<file path="src/rtl/shift_fifo_pkg.sv">
// Shared definitions for shift_fifo: the exit-shift operation encoding and its decode helper.
package shift_fifo_pkg;

    localparam int unsigned OpW = 2;

    typedef enum logic [OpW-1:0] {
        OP_PASS = 2'b00,
        OP_SHL  = 2'b01,
        OP_SHR  = 2'b10,
        OP_ASR  = 2'b11
    } shift_op_e;

    function automatic shift_op_e decode_op(input logic [OpW-1:0] raw);
        return shift_op_e'(raw);
    endfunction

endpackage

</file>
<file path="src/rtl/shift_fifo_shift.sv">
// Combinational exit shifter: pass, logical left, logical right or arithmetic right by amt_i.
module shift_unit
    import shift_fifo_pkg::*;
#(
    parameter  int unsigned WIDTH = 8,
    localparam int unsigned SHW   = $clog2(WIDTH)
) (
    input  shift_op_e        op_i,
    input  logic [SHW-1:0]   amt_i,
    input  logic [WIDTH-1:0] data_i,
    output logic [WIDTH-1:0] data_o
);

    always_comb begin
        data_o = data_i;
        unique case (op_i)
            OP_SHL:  data_o = data_i << amt_i;
            OP_SHR:  data_o = data_i >> amt_i;
            OP_ASR:  data_o = $signed(data_i) >>> amt_i;
            default: data_o = data_i;
        endcase
    end

endmodule

</file>
<file path="src/rtl/shift_fifo.sv">
// Elastic FIFO whose registered output stage shifts each word as it leaves storage.
module shift_fifo
    import shift_fifo_pkg::*;
#(
    parameter  int unsigned WIDTH = 8,
    parameter  int unsigned DEPTH = 32,
    localparam int unsigned SHW   = $clog2(WIDTH),
    localparam int unsigned CW    = $clog2(DEPTH + 1)
) (
    input  logic             clk_i,
    input  logic             rst_ni,
    input  logic             flush_i,
    input  logic             wr_valid_i,
    output logic             wr_ready_o,
    input  logic [WIDTH-1:0] wr_data_i,
    input  logic [OpW-1:0]   wr_op_i,
    input  logic [SHW-1:0]   wr_amt_i,
    output logic             rd_valid_o,
    input  logic             rd_ready_i,
    output logic [WIDTH-1:0] rd_data_o,
    output logic [CW-1:0]    count_o,
    output logic             overflow_o
);

    localparam int unsigned AW = $clog2(DEPTH);

    typedef struct packed {
        shift_op_e        op;
        logic [SHW-1:0]   amt;
        logic [WIDTH-1:0] data;
    } entry_t;

    entry_t           mem_q [DEPTH];
    logic [AW-1:0]    wr_ptr_q, wr_ptr_d;
    logic [AW-1:0]    rd_ptr_q, rd_ptr_d;
    logic [CW-1:0]    count_q, count_d;
    logic             rd_valid_q, rd_valid_d;
    logic [WIDTH-1:0] rd_data_q, rd_data_d;
    logic             overflow_q, overflow_d;

    logic             wr_fire;
    logic             load_fire;
    entry_t           head;
    logic [WIDTH-1:0] head_shifted;

    // Readiness comes only from the registered count, never from rd_ready_i.
    assign wr_ready_o = (count_q != CW'(DEPTH));
    assign wr_fire    = !flush_i && wr_valid_i && wr_ready_o;
    assign load_fire  = !flush_i && (count_q != '0) && (!rd_valid_q || rd_ready_i);

    assign head = mem_q[rd_ptr_q];

    shift_unit #(
        .WIDTH (WIDTH)
    ) u_shift (
        .op_i   (head.op),
        .amt_i  (head.amt),
        .data_i (head.data),
        .data_o (head_shifted)
    );

    always_comb begin
        wr_ptr_d   = wr_ptr_q;
        rd_ptr_d   = rd_ptr_q;
        count_d    = count_q;
        rd_valid_d = rd_valid_q;
        rd_data_d  = rd_data_q;
        overflow_d = overflow_q;

        if (flush_i) begin
            // rd_data deliberately keeps its last value across a flush.
            wr_ptr_d   = '0;
            rd_ptr_d   = '0;
            count_d    = '0;
            rd_valid_d = 1'b0;
            overflow_d = 1'b0;
        end else begin
            if (wr_fire) begin
                wr_ptr_d = wr_ptr_q + AW'(1);
            end
            if (load_fire) begin
                rd_ptr_d   = rd_ptr_q + AW'(1);
                rd_data_d  = head_shifted;
                rd_valid_d = 1'b1;
            end else if (rd_valid_q && rd_ready_i) begin
                rd_valid_d = 1'b0;
            end
            unique case ({wr_fire, load_fire})
                2'b10:   count_d = count_q + CW'(1);
                2'b01:   count_d = count_q - CW'(1);
                default: count_d = count_q;
            endcase
            if (wr_valid_i && !wr_ready_o) begin
                overflow_d = 1'b1;
            end
        end
    end

    always_ff @(posedge clk_i or negedge rst_ni) begin
        if (!rst_ni) begin
            wr_ptr_q   <= '0;
            rd_ptr_q   <= '0;
            count_q    <= '0;
            rd_valid_q <= 1'b0;
            rd_data_q  <= '0;
            overflow_q <= 1'b0;
        end else begin
            wr_ptr_q   <= wr_ptr_d;
            rd_ptr_q   <= rd_ptr_d;
            count_q    <= count_d;
            rd_valid_q <= rd_valid_d;
            rd_data_q  <= rd_data_d;
            overflow_q <= overflow_d;
        end
    end

    // Storage carries no reset; validity is tracked entirely by the pointers and count.
    always_ff @(posedge clk_i) begin
        if (wr_fire) begin
            mem_q[wr_ptr_q] <= '{op: decode_op(wr_op_i), amt: wr_amt_i, data: wr_data_i};
        end
    end

    assign rd_valid_o = rd_valid_q;
    assign rd_data_o  = rd_data_q;
    assign count_o    = count_q;
    assign overflow_o = overflow_q;

endmodule

</file>
<file path="config.mk">
export PLATFORM = sky130hd
export DESIGN_NAME = shift_fifo
export DESIGN_NICKNAME = d
export VERILOG_FILES = /design/src/rtl/shift_fifo_pkg.sv /design/src/rtl/shift_fifo_shift.sv /design/src/rtl/shift_fifo.sv
export SDC_FILE = /design/constraint.sdc
export NUM_CORES = 1
export LEC_CHECK = 0
export ABC_AREA = 0
export BUFFER_PORTS_ARGS = -buffer_cell sky130_fd_sc_hd__buf_2
export CORE_UTILIZATION = 30
export DETAILED_ROUTE_END_ITERATION = 8
export PLACE_DENSITY = 0.45
export SLEW_MARGIN = 5
export SYNTH_ARGS = -nofsm -noshare
export SYNTH_HDL_FRONTEND = slang
export SYNTH_SLANG_ARGS = --single-unit
</file>
<file path="constraint.sdc">
create_clock -name clk_i -period 3.3 [get_ports clk_i]
set_input_delay 0 -clock clk_i [delete_from_list [all_inputs] [get_ports clk_i]]
set_output_delay 0 -clock clk_i [all_outputs]
set_load 0.02 [all_outputs]
</file>
==> reports/metrics.sh <==
DRTANTENNAVIOLNETS=0
SYNTH_TOP_AREA_SHARE_PCT=68.8
CLOCK_PERIOD_MINUS_FINAL_WORST_SETUP_SLACK_NS=3.17
WORSTREGTOREGCELLS=13
SYNTHTOPCELLSBYAREA='edfxtp_1 (69%), mux4_2 (6.9%), mux2i_1 (4.5%), dfrtp_1 (3.6%), nor2_1 (1.4%)'
CTS_ROOT_BUFFER='clkbuf_16'
GRT.TOTAL_USAGE_PCT=16.4
STATIC-LEAKAGE-POWER_nW=7.21
POST_SYNTH_INSTANCE_AREA_UM2=18200
POST_SYNTH_NUM_CELL_TYPES=71
DP_WORST_SETUP_SLACK_NS=0.0174
DIE-WIDTH_UM=248
MAX_CAP_VIOL_COUNT=0
FINAL.SETUP_SKEW_NS=0.0151
SLEW_VIOL_FINAL=0
PLACE_CONGESTION=0.817
LAYOUT.NETS=1215
INSERTEDDIODECOUNT=0
POST_LAYOUT_NONFILLER_INSTANCES=2002
SLEW-LIMIT-HEADROOM_PCT=30.7
SYNTH-EDFF-COUNT=416
DETAILEDROUTE.FIRSTITERATIONVIOLATIONS=716
PART_OF_THE_TOTAL_POWER_DISSIPATED_IN_THE_CLOCK_NETWORK_PCT=31.9
CRIT_PATH_MAX_FANOUT=17
INTERNAL-POWER_mW=11.6
CTS_BUFFER_DEPTH=3
POST_DRT_WL_PER_CELL_UM=24.8
POST_DP_CELL_AREA_UM2=20100
SYNTHARSTFLOPSHARE_PCT=5.88
POST-DP-HPWL_MM=31.3
YOSYS_WARNINGS=0
DPL.CELL_COUNT=1895
CLK_PIN_SLEW_NS=0.05
SEQUENTIALPOWERSHARE_PCT=38.8
CTS_MADE_BUFFERS=50
WORST_PIN_SLEW_NS=1.04
DESIGN_AREA_UM2=21800
MAX_FREQ_GHz=0.315
ANTENNA_FOUND_INITIAL=1
FINAL.PERIOD_UTILIZATION_PCT=96.1
TRITONCTS_NUM_SINKS=442
IR_WORST_VDD_V=0.000326
HOLD_SLACK_NS=0.00959
SYNTH.LARGEST_AREA_CELL='edfxtp_1'
GRT_START_MAX_NET_PINS=33
TOTALWIRELENGTH_MM=49.7
PORT-BUFFER-COUNT=34
POSTSYNTH.TOPFLOPCELL='edfxtp_1'
WORST_HOLD_PATH_TYPE='in -> async'
H-TREE-DEPTH=2
RUN_STATUS='complete, no violations'
WORST_SLACK_NS=0.130
CRITICAL_PATH.REG2REG.ENDPOINT='rd_data_o[5]'
TOTAL_SWITCHING_POWER_mW=4.99
COMBPWRFRAC_PCT=29.4
START_UTIL_PCT=30.5
CRIT_TYPE='reg -> reg'
CORE-AREA_UM2=59500
RR_STARTPOINT='rd_ptr_q[0]'
GLOBALROUTE.TOTALOVERFLOW=0
DR_TOTAL_VIAS=10000
REQUIRED_NS=3.76
CTS_TREE='built'
SYN-INSTANCE-COUNT=1023
DETAIL_ROUTE.DRC_VIOLATIONS=0
N_FILL_CELL=5672
FINAL-SETUP-VIOL-COUNT=0
CRITICAL_PATH_END_TYPE='flop'
P_SW_SHARE_PCT=30.1
VIAS_IN_THE_FIRST_GLOBAL_ROUTE=9942
NUM_IO_PINS=35
SYN-MEAN-INSTANCE-AREA_UM2=17.8
DRIVE_GT1_SHARE_PCT=25.6
DRTPASS1ITERATIONS=5
ROWS=89
SYNTH-SEQ-AREA-SHARE_PCT=72.4
HOLD_VIOL_FINAL=0
POWER_DENSITY_nW_PER_UM2=759
SYN_TO_FINAL_GROWTH_PCT=20.1
DIEAREA_UM2=61500
GRT_FIRST_PASS_WIRELENGTH_MM=71.7
CRITICAL_PATH.STARTPOINT_TYPE='flop'
TOTAL_POWER_mW=16.6
CLK-INSERTION-DELAY-LATE_NS=0.58
WORST-ENDPOINT-ARRIVAL_NS=3.63
SYNTH-SEQ-CELLS=442
REG2REG_SETUP_SLACK_NS=0.13
POST_SYNTHESIS_NET_COUNT=1049
DIE_HEIGHT_UM=248
VIAS_PER_INST=5.01
-- state kept, by name (all words and copies together) (netlist names) --
register	count
wr_ptr_q	5
count_o	6
overflow_o	1
mem_q	416
rd_data_o	8
rd_valid_o	1
rd_ptr_q	5
-- Yosys cell counts (9+ instances only) --
library cell / count
edfxtp_1: 416
mux2i_1: 82
o21ai_0: 9
xor2_1: 9
nor2_1: 70
a22oi_1: 19
nor2b_1: 11
o22ai_1: 12
nand2_1: 31
mux4_2: 56
a211oi_1: 9
buf_2: 14
and2_1: 10
mux2_2: 14
a22o_1: 11
nand3_1: 14
o221ai_1: 12
clkbuf_1: 26
a21oi_1: 25
dfrtp_1: 26
-- kinds of logic (layout without fill, tap and decap cells) --
| family | count (synthesis) | in the layout | share of synthesized area (%) |
|---|---|---|---|
| AND/OR/NAND/NOR | 178 | 178 | 4.69 |
| buffers and inverters | 65 | 271 | 1.94 |
| flip-flops | 442 | 442 | 72.4 |
| multiplexers | 159 | 159 | 13.3 |
| adder cells (fa/ha/maj) | 8 | 8 | 0.551 |
| AO/OA/AOI/OAI | 156 | 156 | 6.45 |
| XOR/XNOR | 15 | 15 | 0.723 |
-- through the flow --
step / setup TNS [ns] / utilization [%]
final: 0 / 36.7
after global routing: -0.00615 / 36.7
after CTS: 0 / 36.6
after detailed placement: 0 / 33.8
after global placement: 0 / 33.8
after floorplan: 0 / -
-- critical path: stages, from the launching register on --
cell and delay [ns]:
dfrtp_4 0.55, buf_4 0.17, buf_12 0.15, and2_1 0.21
buf_4 0.16, a22oi_1 0.17, nand2_1 0.08, o21ai_0 0.36
buf_4 0.19, a211oi_2 0.03, buf_4 0.21, or4_1 0.51
o221ai_1 0.17, a21oi_1 0.06
-- how the worst max path moves through the flow --
stage,from,to,slack (ns),depth (start not counted)
final,rd_ptr_q[0],rd_data_o[5],0.13,13
after floorplan,count_o[1],count_o[4],0.29,12
after detailed placement,rd_ptr_q[0],rd_data_o[4],0.02,10
after global placement,rd_ptr_q[0],rd_data_o[4],0.002,10
after CTS,rd_ptr_q[0],rd_data_o[4],0.01,10
after global routing,rd_ptr_q[0],rd_data_o[4],-0.006,13
-- layout make-up --
| type | instances | area [µm²] | share of cell area [%] |
|---|---|---|---|
| clock inverters | 14 | 91.3 | 0.419 |
| multi-input cells | 516 | 4710 | 21.6 |
| repair buffers | 172 | 1420 | 6.48 |
| well taps | 773 | 967 | 4.43 |
| clock buffers | 78 | 1460 | 6.69 |
| flip-flops and latches | 442 | 13200 | 60.3 |
| inverters | 7 | 26.3 | 0.120 |
-- power by group through the flow --
stage	clock [mW]	sequential, mW	combinational, mW
after floorplan	0	6.55	2.82
after global placement	0	6.55	4.76
after detailed placement	0	6.56	4.74
after CTS	5.40	6.44	4.80
after global routing	5.60	6.44	5.22
final	5.28	6.42	4.86
-- what timing repair did --
action                     in CTS  in global routing
hold buffers                    9                  0
hold endpoints to repair       93                  0
setup endpoints to repair       1                  7
cloned                          0                  0
pin swaps                       0                  3
buffers inserted                1                  5
resized for setup               0                 12
-- cells in the final DEF, fill, tap and decap left out, types with 9 or more instances in the layout --
master         Yosys  routed
edfxtp_1         416     416
mux2_2            14      14
nor2_1            70      70
and2_1            10      10
buf_12             1      14
o22ai_1           12      12
clkbuf_1          26      21
xor2_1             9       9
a21oi_1           25      25
mux2i_1           82      82
a22oi_1           19      18
mux4_2            56      56
buf_2             14      34
a22o_1            11      11
dfrtp_1           26      23
nor2b_1           11      11
nand2_1           31      30
clkbuf_16          0      53
dlygate4sd3_1      0       9
nand3_1           14      14
buf_4              8     112
o221ai_1          12      12
-- per-layer routing --
layer  vias to the layer above  track usage (%)  part of all wire (%)
met2                       210             24.9                    45
met5                         -                0                     0
met4                         0             4.89                   2.0
met1                      5280             23.9                    48
met3                        58             2.75                   4.5
li1                       4492                -                     -
(Power assumes the default switching activity.)
